**src/rtl/cv32e40x_xif_result_queue.sv**
```systemverilog
// In-order hold queue between the XIF AES unit and the core result interface.
// Results leave in issue order and only after commit. Killed results are dropped.
module cv32e40x_xif_result_queue #(
    parameter int unsigned X_ID_WIDTH  = 4,
    parameter int unsigned X_RFW_WIDTH = 32,
    parameter int unsigned DEPTH       = 4
) (
    input  logic                     clk_i,
    input  logic                     rst_n,
    input  logic                     alloc_valid_i,
    output logic                     alloc_ready_o,
    input  logic [X_ID_WIDTH-1:0]    alloc_id_i,
    input  logic [4:0]               alloc_rd_i,
    input  logic                     commit_valid_i,
    input  logic [X_ID_WIDTH-1:0]    commit_id_i,
    input  logic                     commit_kill_i,
    input  logic                     fu_valid_i,
    output logic                     fu_ready_o,
    input  logic [X_RFW_WIDTH-1:0]   fu_data_i,
    output logic                     result_valid_o,
    input  logic                     result_ready_i,
    output logic [X_ID_WIDTH-1:0]    result_id_o,
    output logic [4:0]               result_rd_o,
    output logic [X_RFW_WIDTH-1:0]   result_data_o,
    output logic                     result_we_o,
    output logic [$clog2(DEPTH):0]   count_o
);
    localparam int unsigned PW = $clog2(DEPTH);
    localparam int unsigned CW = PW + 1;
    localparam logic [CW-1:0] FULL = CW'(DEPTH);

    logic [DEPTH-1:0]        valid_q, has_data_q, committed_q, killed_q;
    logic [X_ID_WIDTH-1:0]   id_q   [DEPTH];
    logic [4:0]              rd_q   [DEPTH];
    logic [X_RFW_WIDTH-1:0]  data_q [DEPTH];
    logic [PW-1:0]           head_q, tail_q, fu_ptr_q;
    logic [CW-1:0]           count_q, fu_pending_q;

    logic alloc_fire, fu_fire, head_done, pop_kill, pop, alloc_hit;

    assign alloc_ready_o = (count_q != FULL);
    assign fu_ready_o    = (fu_pending_q != '0);
    assign alloc_fire    = alloc_valid_i && alloc_ready_o;
    assign fu_fire       = fu_valid_i && fu_ready_o;
    assign alloc_hit     = commit_valid_i && (alloc_id_i == commit_id_i);

    assign head_done      = valid_q[head_q] && has_data_q[head_q];
    assign result_valid_o = head_done && committed_q[head_q] && !killed_q[head_q];
    assign pop_kill       = head_done && killed_q[head_q];
    assign pop            = (result_valid_o && result_ready_i) || pop_kill;

    // Payload is zeroed while not presenting, so reset values need no storage reset.
    assign result_id_o   = result_valid_o ? id_q[head_q]   : '0;
    assign result_rd_o   = result_valid_o ? rd_q[head_q]   : '0;
    assign result_data_o = result_valid_o ? data_q[head_q] : '0;
    assign result_we_o   = result_valid_o;
    assign count_o       = count_q;

    always_ff @(posedge clk_i) begin
        if (alloc_fire) begin
            id_q[tail_q] <= alloc_id_i;
            rd_q[tail_q] <= alloc_rd_i;
        end
        if (fu_fire) begin
            data_q[fu_ptr_q] <= fu_data_i;
        end
    end

    always_ff @(posedge clk_i) begin
        if (!rst_n) begin
            valid_q      <= '0;
            has_data_q   <= '0;
            committed_q  <= '0;
            killed_q     <= '0;
            head_q       <= '0;
            tail_q       <= '0;
            fu_ptr_q     <= '0;
            count_q      <= '0;
            fu_pending_q <= '0;
        end else begin
            for (int unsigned i = 0; i < DEPTH; i++) begin
                if (commit_valid_i && valid_q[i] && !committed_q[i] && !killed_q[i] &&
                    (id_q[i] == commit_id_i)) begin
                    if (commit_kill_i) killed_q[i] <= 1'b1;
                    else               committed_q[i] <= 1'b1;
                end
            end

            // The tail slot is free whenever allocation fires, so the loop above never touches it.
            if (alloc_fire) begin
                valid_q[tail_q]     <= 1'b1;
                has_data_q[tail_q]  <= 1'b0;
                committed_q[tail_q] <= alloc_hit && !commit_kill_i;
                killed_q[tail_q]    <= alloc_hit && commit_kill_i;
                tail_q              <= tail_q + 1'b1;
            end

            if (fu_fire) begin
                has_data_q[fu_ptr_q] <= 1'b1;
                fu_ptr_q             <= fu_ptr_q + 1'b1;
            end

            if (pop) begin
                valid_q[head_q] <= 1'b0;
                head_q          <= head_q + 1'b1;
            end

            if (alloc_fire && !pop)      count_q <= count_q + 1'b1;
            else if (!alloc_fire && pop) count_q <= count_q - 1'b1;

            if (alloc_fire && !fu_fire)      fu_pending_q <= fu_pending_q + 1'b1;
            else if (!alloc_fire && fu_fire) fu_pending_q <= fu_pending_q - 1'b1;
        end
    end
endmodule

```
**config.mk**
```make
export PLATFORM = sky130hd
export DESIGN_NAME = cv32e40x_xif_result_queue
export DESIGN_NICKNAME = d
export VERILOG_FILES = /design/src/rtl/cv32e40x_xif_result_queue.sv
export SDC_FILE = /design/constraint.sdc
export NUM_CORES = 1
export LEC_CHECK = 0
export ABC_AREA = 1
export CAP_MARGIN = 0
export CORE_ASPECT_RATIO = 1.4
export CORE_UTILIZATION = 50
export CTS_CLUSTER_SIZE = 28
export DETAILED_ROUTE_END_ITERATION = 7
export PLACE_DENSITY = 0.75
export SLEW_MARGIN = 20
export SYNTH_ARGS = -nofsm -noshare
export SYNTH_HDL_FRONTEND = slang
export SYNTH_SLANG_ARGS = --single-unit
```
**constraint.sdc**
```tcl
create_clock -name clk_i -period 1.9 [get_ports clk_i]
set_input_delay 0.475 -clock clk_i [delete_from_list [all_inputs] [get_ports clk_i]]
set_output_delay 0.475 -clock clk_i [all_outputs]
set_load 0.005 [all_outputs]
```
==> results of run 1 <==
[timing repair]
action | CTS | global route
setup buffers | 21 | 7
resized for setup | 228 | 23
pin swaps | 7 | 7
endpoints found under the setup margin | 47 | 47
cloned | 3 | 0
[logic make-up (layout without fill, tap and decap cells)]
kind of cell	Yosys count	in the layout	synth area share (%)
AO/OA/AOI/OAI	164	164	10.6
XOR/XNOR	4	4	0.417
adder cells (fa/ha/maj)	16	16	2.56
buffers and inverters	96	291	4.97
flip-flops	194	194	65.7
AND/OR/NAND/NOR	330	330	15.7
[cell type report]
class | instances | area (um^2) | share of cell area (%)
sequential | 194 | 5540 | 49.5
multi-input combinational | 514 | 2690 | 24.0
timing repair buffer | 199 | 1860 | 16.6
clock buffer | 17 | 425 | 3.80
tap | 199 | 249 | 2.22
inverter | 59 | 236 | 2.11
clock inverter | 15 | 183 | 1.63
timing repair inverter | 1 | 11.3 | 0.101
[per-layer routing]
layer	GRT usage (%)	routed length, um	vias to the layer above
li1	-	-	3079
met1	27.5	7560	3060
met2	44.0	10600	212
met3	4.91	1010	46
met4	8.49	572	0
met5	0	0	-
[worst max-delay path by stage]
| stage | cells past startpoint | endpoint | from | slack (ns) |
|---|---|---|---|---|
| after floorplan | 14 | count_o[2]$_SDFFE_PN0P_ | head_q[0]$_SDFFE_PN0N_ | -0.009 |
| after global placement | 10 | result_data_o[20] | head_q[0]$_SDFFE_PN0N_ | -0.46 |
| after detailed placement | 10 | result_data_o[16] | head_q[0]$_SDFFE_PN0N_ | -0.52 |
| after CTS | 11 | result_data_o[11] | head_q[0]$_SDFFE_PN0N_ | -0.58 |
| after global routing | 11 | result_data_o[19] | head_q[0]$_SDFFE_PN0N_ | -0.72 |
| final | 11 | result_data_o[19] | head_q[0]$_SDFFE_PN0N_ | -0.60 |
[cells in the mapped netlist (8+ instances only)]
cell and n:
ha_1 14, nor2_1 195, dfxtp_1 30, o21ai_0 96, inv_1 55, clkbuf_1 19
nand3_1 27, a21oi_1 48, buf_2 8, a21oi_2 18, or2_2 12, edfxtp_1 164
nand2_1 91
[power by group]
group | total (mW) | switching [mW] | leakage [nW] | internal [mW]
Sequential | 5.33 | 0.161 | 1.74 | 5.17
Combinational | 1.84 | 1.06 | 2.41 | 0.775
Clock | 3.63 | 1.73 | 0.291 | 1.90
[flip-flops by register name (all words and copies together), names as in the netlist, named ones only]
signal,cells
committed_q,4
count_o,3
data_q,128
fu_pending_q,3
fu_ptr_q,2
has_data_q,4
head_q,2
id_q,16
killed_q,4
rd_q,20
tail_q,2
valid_q,4
[stage by stage]
stage / util, % / setup TNS (ns) / cell area, um^2 / instances
floorplan: - / -0.00866 / 8420 / 804
global placement: 62.8 / -27.53 / 10200 / 1139
detailed placement: 62.8 / -31.34 / 10200 / 1139
CTS: 67.9 / -21.27 / 11100 / 1191
global route: 68.6 / -28.02 / 11200 / 1198
finish: 68.6 / -22.65 / 11200 / 1198
[critical path, cell delays in order, from the launching register on]
cell and delay [ns]:
dfxtp_4 0.40, inv_6 0.06, nand2_2 0.06, nand3_2 0.06, nand2_2 0.10, nand3_2 0.09
nor2_4 0.14, clkinv_4 0.15, buf_12 0.18, buf_8 0.13, a21oi_2 0.09, buf_2 0.12
==> flow_metrics.tcl, run 1 <==
set metrics [dict create \
    crit_type "flop to output pin" \
    final_cell_mix "nor2_1, edfxtp_1, o21ai_0" \
    core_um2 16300 \
    drive_gt1_share_pct 26.7 \
    cts-root-buf "clkbuf_16" \
    grt_max_degree 48 \
    synth_nets 872 \
    ys.flop_type "edfxtp_1" \
    ys_ff_latch 194 \
    overflow 0 \
    num_io_pins 100 \
    slew_viol_final 0 \
    antenna_found_initial 0 \
    syn_area_um2 8410 \
    min_period_ns 2.50 \
    maxCapViolCount 0 \
    min_from "fu_pending_q[2]$_SDFFE_PN0P_" \
    cp_max_fo 7 \
    hold_violations 0 \
    drtIter0Drc 514 \
    postRouteWirelength_mm 19.7 \
    power.leakage_nw 4.44 \
    ys_warn_count 0 \
    fmax_mhz 400 \
    final_common_cell "nor2_1" \
    grt.total_usage_pct 23.9 \
    numCtsBuffers 17 \
    failed_checks "design-rule violations, negative setup slack" \
    max-slew-margin-rel_pct 70.5 \
    ir_worst_vdd_mv 0.629 \
    setup-violations-final 46 \
    insertion_delay_ns 0.43 \
    place.gp.congestion 0.883 \
    synthDominantCellAreaShare_pct 58.6 \
    h-tree-depth 4 \
    ys_seq_area_share_pct 65.7 \
    dpl.hpwl_mm 12.6 \
    total_power_mw 10.8 \
    firstDrtPassIters 7 \
    holdPathEnd "fu_pending_q[2]$_SDFFE_PN0P_" \
    clk_pin_slew_ns 0.07 \
    port_buffers 99 \
    worst_pin_slew_ns 0.438 \
    avgSynthCellArea_um2 10.5 \
    antenna_left 0 \
    clock_sinks 194 \
    post-route-period-util_pct 132 \
    nets 1054 \
    postLayoutSetupSlackWorst_ns -0.600 \
    r2r_start "head_q[0]$_SDFFE_PN0N_" \
    cp-end-kind "output pin" \
    pre_cts_slack_ns -0.519 \
    grt_pass1_vias 6278 \
    via_per_inst 5.34 \
    critPathLaunchType "flop" \
    holdWs_ns 0.489 \
    num_vias 6397 \
    synth-edff-count 164 \
    cp.arrival_ns 2.03 \
    synth_cell_types 26 \
    wire_per_inst_um 16.5 \
    cellPowerDensity_nw_per_um2 965 \
    start_util_pct 51.5 \
    yosys-top-cells-area "edfxtp_1, nor2_1, dfxtp_1, o21ai_0, nand2_1" \
    clock_skew_ns 0.0114 \
    ctsHoldBuffers 0 \
    die_y_um 155 \
    grt_pass1_wl_mm 31.7 \
    min_path_cells 2 \
    die_w_um 112 \
    worst-r2r-setup-slack_ns -0.44 \
    synth_top_area_cell "edfxtp_1" \
    die_area_um2 17300 \
    drcViolationCount 9 \
    n_fill_cell 1152 \
    reg2reg_to "count_o[1]$_SDFFE_PN0P_" \
    antennaDiodeCount 0 \
    rsz0062_at_grt "yes" \
    worstRegToRegCells 15 \
    hold_class "flop to flop" \
    rows 55 \
    cts_tree "built" \
    async_flop_share_pct 0 \
    cts_max_path_buffers 2 \
    status "finished, violations left" \
    synthCells 804 \
    synthToLayoutAreaGrowth_pct 33.1 \
    crit_required_ns 1.42 \
]
Note: power is estimated with default switching activity, not from simulation.
==> inputs of run 2 (changes only) <==
--- a/config.mk
+++ b/config.mk
@@ -7,11 +7,12 @@
 export LEC_CHECK = 0
 export ABC_AREA = 1
 export CAP_MARGIN = 0
-export CORE_ASPECT_RATIO = 1.4
 export CORE_UTILIZATION = 50
+export CTS_CLUSTER_DIAMETER = 50
 export CTS_CLUSTER_SIZE = 28
 export DETAILED_ROUTE_END_ITERATION = 7
 export PLACE_DENSITY = 0.75
+export REMOVE_ABC_BUFFERS = 1
 export SLEW_MARGIN = 20
 export SYNTH_ARGS = -nofsm -noshare
 export SYNTH_HDL_FRONTEND = slang
==> run 2 against run 1 <==
The flow finishes with violations (negative setup slack); hold slack got worse by 0.0067 ns; non-clock buffer count is 4 lower; sequential power hardly changed; count of clock-buffer cells in the layout unchanged; setup slack improved by 0.055 ns; sequential cell count did not move; critical path type unchanged; critical endpoint is now result_data_o[27]; largest power group unchanged.
==> flow_metrics.tcl, run 2 (synthesis results as in run 1) <==
set metrics [dict create \
    numCtsBuffers 17 \
    hold_class "flop to flop" \
    grt.total_usage_pct 22.8 \
    reg2reg_to "count_o[2]$_SDFFE_PN0P_" \
    ctsHoldBuffers 0 \
    cellPowerDensity_nw_per_um2 1010 \
    die_area_um2 17300 \
    final_common_cell "nor2_1" \
    min_period_ns 2.45 \
    clock_skew_ns 0.0110 \
    switchingPower_mw 2.76 \
    postLayoutSetupSlackWorst_ns -0.546 \
    multiInputGateArea_um2 2690 \
    crit_required_ns 1.42 \
    cts-root-buf "clkbuf_16" \
    switching_share_pct 24.3 \
    insertion_delay_ns 0.43 \
    final_cell_mix "nor2_1, edfxtp_1, o21ai_0" \
    clock_sinks 194 \
    critPathSlowestCell "dfxtp_4" \
    drtIter0Drc 548 \
    cp-end-kind "output pin" \
    worst-r2r-setup-slack_ns -0.15 \
    antenna_found_initial 0 \
    status "finished, violations left" \
    fmax_mhz 409 \
    cp_cell_sequence "buf_4 -> nand2_1 -> nand3_2 -> nand3_2 -> nor2_4 -> inv_6 -> buf_6 -> buf_6 -> a21oi_2 -> buf_2" \
    cpPeakStageDelay_ns 0.39 \
    antennaDiodeCount 0 \
    synthToLayoutAreaGrowth_pct 33.8 \
    cts_max_path_buffers 2 \
    dpl.hpwl_mm 12.3 \
    pwr-share-seq_pct 46.9 \
    cp-startpoint "head_q[0]$_SDFFE_PN0N_" \
    cp_num_cells 10 \
    min_path_cells 2 \
    die_y_um 132 \
    n_fill_cell 1223 \
    crit_type "flop to output pin" \
    critPathLaunchType "flop" \
    clk_pin_slew_ns 0.06 \
    rsz0062_at_grt "yes" \
    firstDrtPassIters 5 \
    grt_pass1_wl_mm 30.3 \
    core_um2 16500 \
    power.leakage_nw 4.44 \
    grt_pass1_vias 6091 \
    path_buf_inv 5 \
    slew_viol_final 0 \
    postRouteWirelength_mm 19.2 \
    failed_checks "negative setup slack" \
    post-route-period-util_pct 129 \
    cp.arrival_ns 1.97 \
    worstRegToRegCells 15 \
    port_buffers 99 \
    cts_tree "built" \
    pwr-share-clk_pct 36.7 \
    rows 47 \
    reg_top3 "data_q (128), rd_q (20), id_q (16)" \
    p_comb_share_pct 16.4 \
    die_w_um 132 \
    place.gp.congestion 0.841 \
    num_vias 6261 \
    via_per_inst 5.16 \
    path_delay_family "buffers and inverters" \
    r2r_start "head_q[0]$_SDFFE_PN0N_" \
    min_from "fu_pending_q[2]$_SDFFE_PN0P_" \
    holdPathEnd "fu_pending_q[2]$_SDFFE_PN0P_" \
    maxCapViolCount 0 \
    max-slew-margin-rel_pct 70.9 \
    num_io_pins 100 \
    h-tree-depth 4 \
    hold_violations 0 \
    worst_pin_slew_ns 0.432 \
    nets 1050 \
    setup-violations-final 45 \
    cp_max_fo 6 \
    drcViolationCount 0 \
    regArea_um2 5540 \
    grt_max_degree 38 \
    ir_worst_vdd_mv 0.631 \
    drive_gt1_share_pct 25.8 \
    regMostFlops "data_q" \
    placedCellCount 1173 \
    start_util_pct 50.9 \
    overflow 0 \
    internal_power_mw 8.59 \
    antenna_left 0 \
    instances_no_fill 1214 \
    largest_reg_flops 128 \
    wire_per_inst_um 15.8 \
    pre_cts_slack_ns -0.558 \
]
run 2: changes by cell type in the layout (fill, tap and decap cells not counted), moves of 5 or more:
| cell | change |
|---|---|
| inv_8 | -5 |
| clkdlybuf4s15_2 | +7 |
| bufinv_16 | +6 |
| a21oi_1 | +6 |
| buf_2 | -10 |
| a21oi_2 | -7 |
run 2: final cells by class:
| class | count | share of cell area [%] |
|---|---|---|
| sequential | 194 | 49.2 |
| multi-input combinational | 514 | 23.9 |
| timing repair buffer | 195 | 16.1 |
| clock buffer | 17 | 3.78 |
| clock inverter | 14 | 2.46 |
| tap | 220 | 2.45 |
| inverter | 59 | 2.05 |
| timing repair inverter | 1 | 0.0556 |
run 2: worst max path at each step:
stage	to	slack (ns)
2_1_floorplan	result_id_o[3]	-1.50
3_3_place_gp	result_rd_o[1]	-0.57
3_5_place_dp	result_rd_o[1]	-0.56
4_1_cts	result_data_o[1]	-0.58
5_1_grt	result_data_o[8]	-0.62
6_report	result_data_o[27]	-0.55
run 2: what timing repair did:
item                       in CTS  in global routing
setup endpoints to repair      47                 46
gates cloned                    1                  0
buffers inserted               16                  3
gates resized for setup       201                 35
pin swaps                      11                 11
run 2: through the flow:
step	area (um^2)	total power, mW	utilization [%]	hold slack, ns	TNS (ns)
after detailed placement	10300	7.16	62.6	0.470	-34.39
final	11200	11.4	68.1	0.482	-20.66
after CTS	11200	11.3	67.5	0.480	-22.17
after global routing	11200	11.8	68.1	0.512	-24.28
after floorplan	8210	6.25	-	0.444	-57.22
after global placement	10300	7.11	62.6	0.461	-33.66
run 2: power by group through the flow:
stage / logic, mW / registers (mW) / clock network [mW]
floorplan: 0.845 / 5.40 / 0
global placement: 1.72 / 5.40 / 0
detailed placement: 1.75 / 5.41 / 0
CTS: 1.82 / 5.33 / 4.21
global route: 2.08 / 5.36 / 4.37
finish: 1.86 / 5.33 / 4.16
run 2: layer usage:
layer | wire (um) | vias to the layer above | track usage [%] | part of all wire (%)
met5 | 0 | - | 0 | 0
met4 | 350 | 0 | 9.56 | 1.8
met3 | 1080 | 28 | 3.55 | 5.6
met2 | 9650 | 224 | 38.8 | 50
met1 | 8110 | 2942 | 29.1 | 42
li1 | - | 3067 | - | -
run 2: tightest hold or removal path, cell delays in order (launching register included):
cell	delay, ns
dfxtp_1	0.30
inv_1	0.08
a21oi_1	0.06
==> inputs of run 3 (changes only) <==
--- a/config.mk
+++ b/config.mk
@@ -7,6 +7,7 @@
 export LEC_CHECK = 0
 export ABC_AREA = 1
 export CAP_MARGIN = 0
+export CORE_MARGIN = 1.5
 export CORE_UTILIZATION = 50
 export CTS_CLUSTER_DIAMETER = 50
 export CTS_CLUSTER_SIZE = 28
==> run 3 against run 2 <==
Critical path depth up 1; sequential cell count stayed put; hold slack lost 0.0079 ns; sequential share of layout area rose by 0.32 points; design area down 0.65%; largest power group unchanged; global-route usage is 1.8 points higher; critical endpoint is now result_data_o[3]; register-to-register slack got worse by 0.18 ns; the flow still finishes with violations (negative setup slack); setup slack got worse by 0.054 ns; highest routed layer unchanged.
==> flow_metrics.tcl, run 3 (synthesis results as in run 1) <==
set metrics [dict create \
    dpl.hpwl_mm 12.6 \
    die_area_um2 17600 \
    numCtsBuffers 17 \
    grt_pass1_vias 6479 \
    num_vias 6376 \
    worst-r2r-setup-slack_ns -0.33 \
    die_w_um 133 \
    clock_sinks 194 \
    antenna_left 0 \
    place.gp.congestion 0.847 \
    core_um2 16500 \
    power.leakage_nw 4.43 \
    ir_worst_vdd_mv 0.753 \
    crit_type "flop to output pin" \
    placed_cell_area_um2 10400 \
    postLayoutSetupSlackWorst_ns -0.600 \
    num_io_pins 100 \
    port_buffers 99 \
    reg_top3 "data_q (128), rd_q (20), id_q (16)" \
    worstRegToRegCells 14 \
    slew_viol_final 0 \
    total_power_mw 10.8 \
    rsz0062_at_grt "yes" \
    hold_violations 0 \
    r2r_start "head_q[0]$_SDFFE_PN0N_" \
    start_util_pct 50.9 \
    min_path_cells 2 \
    rows 47 \
    n_fill_cell 1222 \
    drive_gt1_share_pct 25.0 \
    holdWs_ns 0.475 \
    wire_per_inst_um 16.8 \
    regArea_um2 5540 \
    antennaDiodeCount 0 \
    regMostFlops "data_q" \
    cts_max_path_buffers 2 \
    via_per_inst 5.23 \
    failed_checks "negative setup slack" \
    drtIter0Drc 432 \
    cp-end-kind "output pin" \
    holdPathEnd "count_o[1]$_SDFFE_PN0P_" \
    drcViolationCount 0 \
    grt_pass1_wl_mm 33.2 \
    cts-root-buf "clkbuf_16" \
    h-tree-depth 4 \
    cellPowerDensity_nw_per_um2 968 \
    fmax_mhz 400 \
    synthToLayoutAreaGrowth_pct 32.9 \
    critPathLaunchType "flop" \
    cp_max_fo 7 \
    die_y_um 133 \
    ctsHoldBuffers 0 \
    cts_tree "built" \
    clk_pin_slew_ns 0.07 \
    grt_max_degree 33 \
    post-route-period-util_pct 132 \
    setup-violations-final 45 \
    reg2reg_to "count_o[2]$_SDFFE_PN0P_" \
    insertion_delay_ns 0.43 \
    grt.total_usage_pct 24.6 \
    final_area_um2 11200 \
    firstDrtPassIters 5 \
    status "finished, violations left" \
    nets 1055 \
    clock_skew_ns 0.00729 \
    antenna_found_initial 0 \
    overflow 0 \
    multiInputGateArea_um2 2620 \
    pre_cts_slack_ns -0.528 \
    final_cell_mix "nor2_1, edfxtp_1, o21ai_0" \
    final_common_cell "nor2_1" \
    postRouteWirelength_mm 20.5 \
    max-slew-margin-rel_pct 66.3 \
    maxCapViolCount 0 \
    min_from "count_o[1]$_SDFFE_PN0P_" \
    crit_required_ns 1.42 \
    hold_class "flop to flop" \
    cp.arrival_ns 2.02 \
    min_period_ns 2.50 \
    largest_reg_flops 128 \
    final_util_pct 67.6 \
    worst_pin_slew_ns 0.501 \
]
==> run 3: cell types whose count changed in the layout (fill, tap and decap cells not counted), moves of 4 or more <==
cell and change:
buf_2 +8, bufinv_16 -4, clkdlybuf4s15_2 -5, nand2_1 +4
nand3_1 +5, nand3_2 -5
==> run 3: area by class of cell <==
type                            instances  area share, %
Clock buffer                           17           3.81
Multi-Input combinational cell        514           23.4
Inverter                               59           2.07
Timing Repair Buffer                  201           17.0
Tap cell                              220           2.46
Sequential cell                       194           49.5
Clock inverter                         15           1.65
==> run 3: how the worst max path moves through the flow <==
stage | from | to | slack [ns]
CTS | head_q[0]$_SDFFE_PN0N_ | result_data_o[3] | -0.55
finish | head_q[0]$_SDFFE_PN0N_ | result_data_o[3] | -0.60
global placement | head_q[0]$_SDFFE_PN0N_ | result_data_o[3] | -0.48
floorplan | flop | result_id_o[3] | -1.50
global route | head_q[0]$_SDFFE_PN0N_ | result_data_o[3] | -0.68
detailed placement | head_q[0]$_SDFFE_PN0N_ | result_data_o[6] | -0.53
==> run 3: routing by layer <==
| metal | up-vias | track usage, % | share of wire, % |
|---|---|---|---|
| met4 | 0 | 8.73 | 1.8 |
| met3 | 29 | 4.79 | 6.0 |
| met5 | - | 0 | 0 |
| met1 | 3028 | 30.6 | 41 |
| met2 | 232 | 43.0 | 51 |
| li1 | 3087 | - | - |
==> run 3: what timing repair did <==
action / CTS / global route
buffers inserted: 11 / 1
setup endpoints to repair: 47 / 47
pin swaps: 5 / 1
gates resized for setup: 217 / 15
gates cloned: 3 / 0
==> run 3: where the power goes <==
group | switching, mW | internal (mW) | leakage [nW] | total (mW)
clock | 1.58 | 2.09 | 0.281 | 3.67
sequential | 0.159 | 5.17 | 1.74 | 5.33
combinational | 1.07 | 0.735 | 2.40 | 1.81
total | 2.82 | 8.00 | 4.43 | 10.8
==> run 3: critical path: stages, from the launching register on <==
cell,delay (ns)
dfxtp_4,0.41
inv_6,0.06
nand2_1,0.08
nand3_2,0.09
nand2_2,0.10
nand3_2,0.09
nor2_4,0.15
inv_6,0.08
buf_12,0.14
buf_16,0.14
a21oi_4,0.13
buf_2,0.14
==> run 3: through the flow <==
step                      TNS [ns]  cells
after floorplan             -57.22    767
after global placement      -34.67   1176
after detailed placement    -36.99   1176
after CTS                   -20.92   1220
after global routing        -26.38   1220
final                       -22.39   1220
